<file path="src/rtl/ebi_xfer_engine.sv">
// ebi_xfer_engine: moves one cache line at a time between N_CH requesters and a
// shared, time-multiplexed external bus.
// Optional build macro EBI_XFER_TIMEOUT_EN adds a response watchdog. When it fires,
// the engine returns an error beat instead of waiting forever for a response marker.
//
// Handshakes: a transfer on req_*, w* or r* happens on a rising edge where valid and
// ready are both 1. valid does not wait for ready. A valid payload stays stable until
// it is accepted.
module ebi_xfer_engine #(
    parameter int EBI_WIDTH      = 16,
    parameter int PADDR_WIDTH    = 32,
    parameter int DATA_WIDTH     = 64,
    parameter int LINE_BEATS     = 8,
    parameter int N_CH           = 2,
    parameter int TIMEOUT_CYCLES = 1024,
    localparam int CW            = (N_CH > 1) ? $clog2(N_CH) : 1
) (
    input  logic                        clk,
    input  logic                        rst,
    input  logic [N_CH-1:0]             req_valid_i,
    output logic [N_CH-1:0]             req_ready_o,
    input  logic [N_CH-1:0]             req_write_i,
    input  logic [N_CH*PADDR_WIDTH-1:0] req_addr_i,
    input  logic [N_CH-1:0]             wvalid_i,
    output logic [N_CH-1:0]             wready_o,
    input  logic [N_CH*DATA_WIDTH-1:0]  wdata_i,
    output logic                        rvalid_o,
    input  logic                        rready_i,
    output logic [CW-1:0]               rid_o,
    output logic [DATA_WIDTH-1:0]       rdata_o,
    output logic                        rlast_o,
    output logic                        rerr_o,
    input  logic [EBI_WIDTH-1:0]        ebi_i,
    output logic [EBI_WIDTH-1:0]        ebi_o,
    output logic [EBI_WIDTH-1:0]        ebi_oen,
    output logic                        bus_switch_o,
    input  logic                        bus_switch_i
);
    localparam int ADDR_BEATS = (PADDR_WIDTH + EBI_WIDTH - 1) / EBI_WIDTH;
    localparam int ADDR_PAD   = ADDR_BEATS * EBI_WIDTH;
    localparam int LINE_BITS  = LINE_BEATS * DATA_WIDTH;
    localparam int LINE_EBI   = LINE_BITS / EBI_WIDTH;
    localparam int HDR_BEATS  = ADDR_BEATS + 2;   // opcode + address + id
    localparam int FRAME_MAX  = HDR_BEATS + LINE_EBI;
    localparam int CNT_W      = $clog2(FRAME_MAX + 1);

    typedef enum logic [2:0] {IDLE, WFILL, ACQ, SEND, WAIT, RECV, RESP, ERR} state_t;

    state_t                 state_q, state_d;
    logic [CW-1:0]          rr_ptr_q, rr_ptr_d;
    logic [CW-1:0]          ch_q, ch_d;
    logic                   write_q, write_d;
    logic [PADDR_WIDTH-1:0] addr_q, addr_d;
    logic [CNT_W-1:0]       cnt_q, cnt_d;
    logic [LINE_BITS-1:0]   line_q, line_d;
    logic                   ack_err_q, ack_err_d;

    logic                   grant_found;
    logic [CW-1:0]          grant_ch;
    logic [ADDR_PAD-1:0]    addr_ext;

    assign addr_ext = ADDR_PAD'(addr_q);

`ifdef EBI_XFER_TIMEOUT_EN
    localparam int TO_W = $clog2(TIMEOUT_CYCLES + 1);
    logic [TO_W-1:0] to_cnt_q, to_cnt_d;

    // Watchdog counts cycles spent in WAIT and restarts from zero on every entry.
    always_comb begin
        to_cnt_d = '0;
        if (state_q == WAIT) to_cnt_d = to_cnt_q + 1'b1;
    end

    // Watchdog register.
    always_ff @(posedge clk) begin
        if (rst) to_cnt_q <= '0;
        else     to_cnt_q <= to_cnt_d;
    end
`else
    // Without the watchdog the wait limit has no effect; keep it referenced.
    logic unused_timeout_cfg;
    assign unused_timeout_cfg = (TIMEOUT_CYCLES > 0);
`endif

    // Round-robin search starting at the pointer; first valid channel wins.
    always_comb begin
        int idx;
        grant_found = 1'b0;
        grant_ch    = '0;
        idx         = 0;
        for (int i = 0; i < N_CH; i++) begin
            idx = int'(rr_ptr_q) + i;
            if (idx >= N_CH) idx = idx - N_CH;
            if (!grant_found && req_valid_i[idx]) begin
                grant_found = 1'b1;
                grant_ch    = CW'(idx);
            end
        end
    end

    // Next-state and output decode; every output is forced idle while rst is high.
    always_comb begin
        int beat;
        state_d   = state_q;
        rr_ptr_d  = rr_ptr_q;
        ch_d      = ch_q;
        write_d   = write_q;
        addr_d    = addr_q;
        cnt_d     = cnt_q;
        line_d    = line_q;
        ack_err_d = ack_err_q;
        beat      = int'(cnt_q);

        req_ready_o  = '0;
        wready_o     = '0;
        rvalid_o     = 1'b0;
        rid_o        = ch_q;
        rdata_o      = '0;
        rlast_o      = 1'b0;
        rerr_o       = 1'b0;
        ebi_o        = '0;
        ebi_oen      = '1;
        bus_switch_o = 1'b0;

        case (state_q)
            IDLE: begin
                if (grant_found) begin
                    req_ready_o[grant_ch] = 1'b1;
                    ch_d    = grant_ch;
                    write_d = req_write_i[grant_ch];
                    addr_d  = req_addr_i[int'(grant_ch)*PADDR_WIDTH +: PADDR_WIDTH];
                    cnt_d   = '0;
                    if (int'(grant_ch) == N_CH - 1) rr_ptr_d = '0;
                    else                            rr_ptr_d = grant_ch + 1'b1;
                    state_d = req_write_i[grant_ch] ? WFILL : ACQ;
                end
            end
            WFILL: begin
                wready_o[ch_q] = 1'b1;
                if (wvalid_i[ch_q]) begin
                    line_d[beat*DATA_WIDTH +: DATA_WIDTH] =
                        wdata_i[int'(ch_q)*DATA_WIDTH +: DATA_WIDTH];
                    if (beat == LINE_BEATS - 1) begin
                        cnt_d   = '0;
                        state_d = ACQ;
                    end else begin
                        cnt_d = cnt_q + 1'b1;
                    end
                end
            end
            ACQ: begin
                bus_switch_o = 1'b1;
                if (bus_switch_i) begin
                    cnt_d   = '0;
                    state_d = SEND;
                end
            end
            SEND: begin
                bus_switch_o = 1'b1;
                ebi_oen      = '0;
                if (beat == 0)                ebi_o = EBI_WIDTH'(write_q);
                else if (beat <= ADDR_BEATS)  ebi_o = addr_ext[(beat-1)*EBI_WIDTH +: EBI_WIDTH];
                else if (beat == HDR_BEATS-1) ebi_o = EBI_WIDTH'(ch_q);
                else                          ebi_o = line_q[(beat-HDR_BEATS)*EBI_WIDTH +: EBI_WIDTH];
                if (beat == (write_q ? FRAME_MAX : HDR_BEATS) - 1) begin
                    cnt_d   = '0;
                    state_d = WAIT;
                end else begin
                    cnt_d = cnt_q + 1'b1;
                end
            end
            WAIT: begin
                bus_switch_o = 1'b1;
                if (ebi_i == '1) begin
                    cnt_d   = '0;
                    state_d = RECV;
                end
`ifdef EBI_XFER_TIMEOUT_EN
                else if (int'(to_cnt_q) == TIMEOUT_CYCLES - 1) begin
                    state_d = ERR;
                end
`endif
            end
            RECV: begin
                bus_switch_o = 1'b1;
                if (write_q) begin
                    ack_err_d = |ebi_i;
                    cnt_d     = '0;
                    state_d   = RESP;
                end else begin
                    line_d[beat*EBI_WIDTH +: EBI_WIDTH] = ebi_i;
                    if (beat == LINE_EBI - 1) begin
                        cnt_d   = '0;
                        state_d = RESP;
                    end else begin
                        cnt_d = cnt_q + 1'b1;
                    end
                end
            end
            RESP: begin
                bus_switch_o = 1'b1;
                rvalid_o     = 1'b1;
                if (write_q) begin
                    rlast_o = 1'b1;
                    rerr_o  = ack_err_q;
                    if (rready_i) state_d = IDLE;
                end else begin
                    rdata_o = line_q[beat*DATA_WIDTH +: DATA_WIDTH];
                    rlast_o = (beat == LINE_BEATS - 1);
                    if (rready_i) begin
                        if (beat == LINE_BEATS - 1) begin
                            cnt_d   = '0;
                            state_d = IDLE;
                        end else begin
                            cnt_d = cnt_q + 1'b1;
                        end
                    end
                end
            end
            ERR: begin
                bus_switch_o = 1'b1;
                rvalid_o     = 1'b1;
                rlast_o      = 1'b1;
                rerr_o       = 1'b1;
                if (rready_i) state_d = IDLE;
            end
            default: state_d = IDLE;
        endcase

        if (rst) begin
            req_ready_o  = '0;
            wready_o     = '0;
            rvalid_o     = 1'b0;
            rid_o        = '0;
            rdata_o      = '0;
            rlast_o      = 1'b0;
            rerr_o       = 1'b0;
            ebi_o        = '0;
            ebi_oen      = '1;
            bus_switch_o = 1'b0;
        end
    end

    // State, request latch, line buffer and counters.
    always_ff @(posedge clk) begin
        if (rst) begin
            state_q   <= IDLE;
            rr_ptr_q  <= '0;
            ch_q      <= '0;
            write_q   <= 1'b0;
            addr_q    <= '0;
            cnt_q     <= '0;
            line_q    <= '0;
            ack_err_q <= 1'b0;
        end else begin
            state_q   <= state_d;
            rr_ptr_q  <= rr_ptr_d;
            ch_q      <= ch_d;
            write_q   <= write_d;
            addr_q    <= addr_d;
            cnt_q     <= cnt_d;
            line_q    <= line_d;
            ack_err_q <= ack_err_d;
        end
    end
endmodule
</file>
<file path="config.mk">
export PLATFORM = sky130hd
export DESIGN_NAME = ebi_xfer_engine
export DESIGN_NICKNAME = d
export VERILOG_FILES = /design/src/rtl/ebi_xfer_engine.sv
export SDC_FILE = /design/constraint.sdc
export NUM_CORES = 2
export LEC_CHECK = 0
export CORE_AREA = 8 8 342 344
export DETAILED_ROUTE_END_ITERATION = 12
export DIE_AREA = 0 0 350 352
export GPL_ROUTABILITY_DRIVEN = 0
export PLACE_DENSITY_LB_ADDON = 0.15
export SLEW_MARGIN = 25
export SYNTH_ARGS = -nofsm -noshare
export SYNTH_HDL_FRONTEND = slang
export SYNTH_SLANG_ARGS = --single-unit
</file>
<file path="constraint.sdc">
create_clock -name clk -period 5.8 [get_ports clk]
set_clock_uncertainty 0.1 [all_clocks]
set_input_delay 1.16 -clock clk [delete_from_list [all_inputs] [get_ports clk]]
set_output_delay 1.16 -clock clk [all_outputs]
set_load 0.01 [all_outputs]
</file>
==> impl_metrics.py <==
metrics = {
    "placement": {
        "numPortBuffers": 322,
        "hpwl_mm": 142,
        "dpl_cell_area_mm2": 0.0382,
    },
    "worst_setup_path": {
        "cp_common_cell": "buf_4",
        "timing.rr.end": "line_q[59]$_SDFFE_PP0P_",
        "rr_startpoint": "cnt_q[2]$_SDFFE_PP0P_",
        "cpMaxStageDelayCell": "ha_2",
        "worstSetupStartpointType": "flip-flop",
        "worst-endpoint-arrival_ns": 4.57,
        "crit_required_ns": 4.54,
        "path_class": "reg2out",
        "critPathBufInv": 5,
        "r2r_cells": 9,
        "critPathCaptureType": "output pin",
        "max_stage_delay_ns": 0.63,
        "crit_chain": "clkinv_2, ha_2, buf_6, mux4_2, nor3_1, a2111oi_0, buf_4, o21ai_1, buf_4, o21ai_0, clkdlybuf4s50_1",
        "crit_fanout": 36,
        "cp_top_family": "buffers and inverters",
        "regToRegSetupSlack_ns": 1.03,
    },
    "floorplanning": {
        "initial_core_util": 0.297,
        "core_area_mm2": 0.112,
        "die-area_mm2": 0.123,
        "die_x_um": 350,
        "dieHeight_um": 352,
        "io_pins": 323,
        "fp-row-count": 123,
    },
    "clock_network": {
        "h-tree-depth": 3,
        "cts_tree": "built",
        "postCtsSetupBuffers": 0,
        "path_clk_slew_ns": 0.05,
        "cts_hold_buf": 0,
        "cts_buffers": 70,
        "worstSkewPairLatency_ns": 0.64,
        "clockBufferDepth": 3,
        "cts_sinks": 557,
        "cts-root-buf": "clkbuf_16",
    },
    "timing": {
        "hold_viol_final": 0,
        "tightest_slew_ns": 1.24,
        "setup_viol": 1,
        "rsz0062_at_grt": "no",
        "slew_headroom": 0.173,
        "setup_ws_ns": -0.0288,
        "drv_slew": 0,
        "finalCritPeriodShare": 1.00,
        "period_needed_ns": 5.83,
        "fmax_mhz": 172,
    },
    "logic_synthesis": {
        "synthesis.area_mm2": 0.0332,
        "syn_nets": 3638,
        "ys_async_sr_fraction": 0,
        "synth-main-ff-cell": "dfxtp_1",
        "ys_types": 89,
        "ys_ff_latch": 557,
        "avgSynthCellArea_um2": 9.73,
        "ys_seq_area_frac": 0.336,
        "syn_inst": 3411,
        "synth-edff-count": 0,
        "yosys_warnings": 0,
    },
    "finish": {
        "drive_above_1_share": 0.191,
        "layout_commonest_cell": "dfxtp_1",
        "postLayoutCellArea_mm2": 0.0406,
        "syn2layout_area_growth_pct": 22.3,
        "nNetsFinal": 3796,
        "final_cell_mix": "dfxtp_1 (553), o22ai_1 (396), a22o_1 (389)",
    },
    "detailed_routing": {
        "drt_iter0_markers": 6158,
        "vias_per_cell": 6.87,
        "antenna_left": 0,
        "wl_per_cell_um": 41.1,
        "vias": 35200,
        "routed_wl_mm": 210,
        "firstDrtPassIters": 6,
        "drc": 0,
    },
    "grt": {
        "met1_usage": 0.421,
        "grtUsageMet2": 0.442,
        "grtUsageTotal": 0.324,
        "top_usage_layer": "met2",
        "grt_overflow": 0,
        "grt_first_pass_wirelength_mm": 284,
        "grt_max_degree": 105,
        "grt_use_met3": 0.134,
        "grt_pass1_vias": 32600,
        "antenna_found_initial": 22,
    },
    "flow_run": {
        "cap_violations": 0,
    },
    "outcome": {
        "failed_checks": "negative setup slack",
        "outcome": "finished, violations left",
    },
    "worst_hold_path": {
        "holdCritStartpoint": "rr_ptr_q$_SDFFE_PP0P_",
        "hold_end": "rr_ptr_q$_SDFFE_PP0P_",
        "hold_class": "reg2reg",
        "hold_path_depth": 1,
    },
    "pwr": {
        "peakVddDrop_mv": 0.355,
        "power_density_mw_per_mm2": 331,
        "leakagePower_nw": 12.6,
        "power_w": 0.0134,
    },
}
==> cell type report <==
cell class	instances	area, um^2
fillers	11200	71000
multi-input cells	2459	20600
flip-flops and latches	557	11200
repair buffers	471	4540
clock buffers	109	2150
well taps	1500	1880
clock inverters	17	181
inverters	10	38.8
diodes	2	5.00
==> logic make-up after synthesis <==
family                     after synthesis  share of synthesized area
AOI/OAI and AO/OA                     1250                      0.279
and+or+nand+nor                        842                      0.122
xor gates and xnor gates                 6                    0.00238
buffers and inverters                  395                     0.0523
adders and majority gates                9                    0.00339
DFF                                    557                      0.336
muxes                                  352                      0.205
==> flip-flops by register name (all words and copies together), names as in the netlist <==
| signal | flops |
|---|---|
| line_q | 512 |
| addr_ext | 32 |
| cnt_q | 6 |
| state_q | 3 |
| ack_err_q | 1 |
| ch_q | 1 |
| rr_ptr_q | 1 |
| write_q | 1 |
==> power breakdown <==
part,switching (W),internal [W]
Clock,0.00199,0.00262
Combinational,0.00314,0.00143
Sequential,0.000245,0.00400
Total,0.00537,0.00806
==> routing by layer <==
layer	share of wire	routed length, um	vias up
li1	-	-	14000
met1	0.38	79600	17400
met2	0.40	83600	3129
met3	0.15	31600	712
met4	0.073	15400	22
met5	0.00083	175	-
==> per-stage QoR <==
| step | instances | hold WS (ns) | setup slack, ns | util | TNS, ns |
|---|---|---|---|---|---|
| floorplan | 3411 | 0.327 | 1.35 | - | 0 |
| global placement | 4997 | 0.336 | 0.326 | 0.342 | 0 |
| detailed placement | 4997 | 0.345 | 0.317 | 0.342 | 0 |
| CTS | 5123 | 0.358 | 0.0215 | 0.363 | 0 |
| global route | 5123 | 0.368 | 0.0599 | 0.364 | 0 |
| finish | 5125 | 0.357 | -0.0288 | 0.364 | -0.0288 |
==> cells in the mapped netlist (all sizes together) (3+ instances only) <==
library cell | instances | share of area
a21o | 11 | 0.0025
or2 | 22 | 0.0041
or3 | 21 | 0.0040
nand3 | 66 | 0.011
and4 | 5 | 0.0013
o22ai | 396 | 0.075
nand4b | 3 | 0.0012
a22oi | 100 | 0.023
mux4 | 258 | 0.18
and3 | 24 | 0.0045
mux2 | 51 | 0.017
nand4bb | 3 | 0.0010
a2bb2oi | 3 | 0.00079
o221a | 4 | 0.0014
dfxtp | 557 | 0.34
xnor2 | 3 | 0.0010
nor2b | 8 | 0.0015
nand2 | 249 | 0.028
a2111oi | 4 | 0.0020
o21ai | 50 | 0.0075
o31a | 3 | 0.00079
nand4 | 26 | 0.0072
a21oi | 109 | 0.017
nor3 | 87 | 0.014
a211oi | 50 | 0.011
a221oi | 9 | 0.0034
o2bb2ai | 60 | 0.016
a21boi | 3 | 0.00068
nor4 | 11 | 0.0029
inv | 8 | 0.00090
clkbuf | 220 | 0.025
buf | 165 | 0.026
a21bo | 3 | 0.00090
ha | 9 | 0.0034
mux2i | 43 | 0.013
a31oi | 5 | 0.00094
nor2 | 291 | 0.034
o21a | 3 | 0.00068
and2 | 6 | 0.0011
nand2b | 9 | 0.0017
a22o | 389 | 0.10
o32ai | 31 | 0.0082
xor2 | 3 | 0.0014
==> worst max-delay path by stage <==
stage	startpoint	end	slack, ns	cells past startpoint
after floorplan	cnt_q[2]$_SDFFE_PP0P_	ebi_o[7]	1.35	12
after global placement	cnt_q[2]$_SDFFE_PP0P_	ebi_o[12]	0.33	11
after detailed placement	cnt_q[2]$_SDFFE_PP0P_	ebi_o[12]	0.32	11
after CTS	cnt_q[1]$_SDFFE_PP0P_	ebi_o[14]	0.02	9
after global routing	cnt_q[2]$_SDFFE_PP0P_	ebi_o[12]	0.06	11
final	cnt_q[2]$_SDFFE_PP0P_	ebi_o[12]	-0.03	11
==> worst register-to-register path: stages, from the launching register on <==
cell,delay [ns]
dfxtp_4,0.36
buf_12,0.45
buf_4,0.65
xnor2_2,0.29
nor3_2,0.68
nand4_4,0.62
a21oi_4,0.90
buf_4,0.38
nor2_1,0.07
a211oi_1,0.22
==> repair_timing <==
item | 4_1_cts | 5_1_grt
endpoints found under the setup margin | 2 | 3
gates cloned | 0 | 0
resized for setup | 2 | 1
Power figures use the tool's default switching activity.
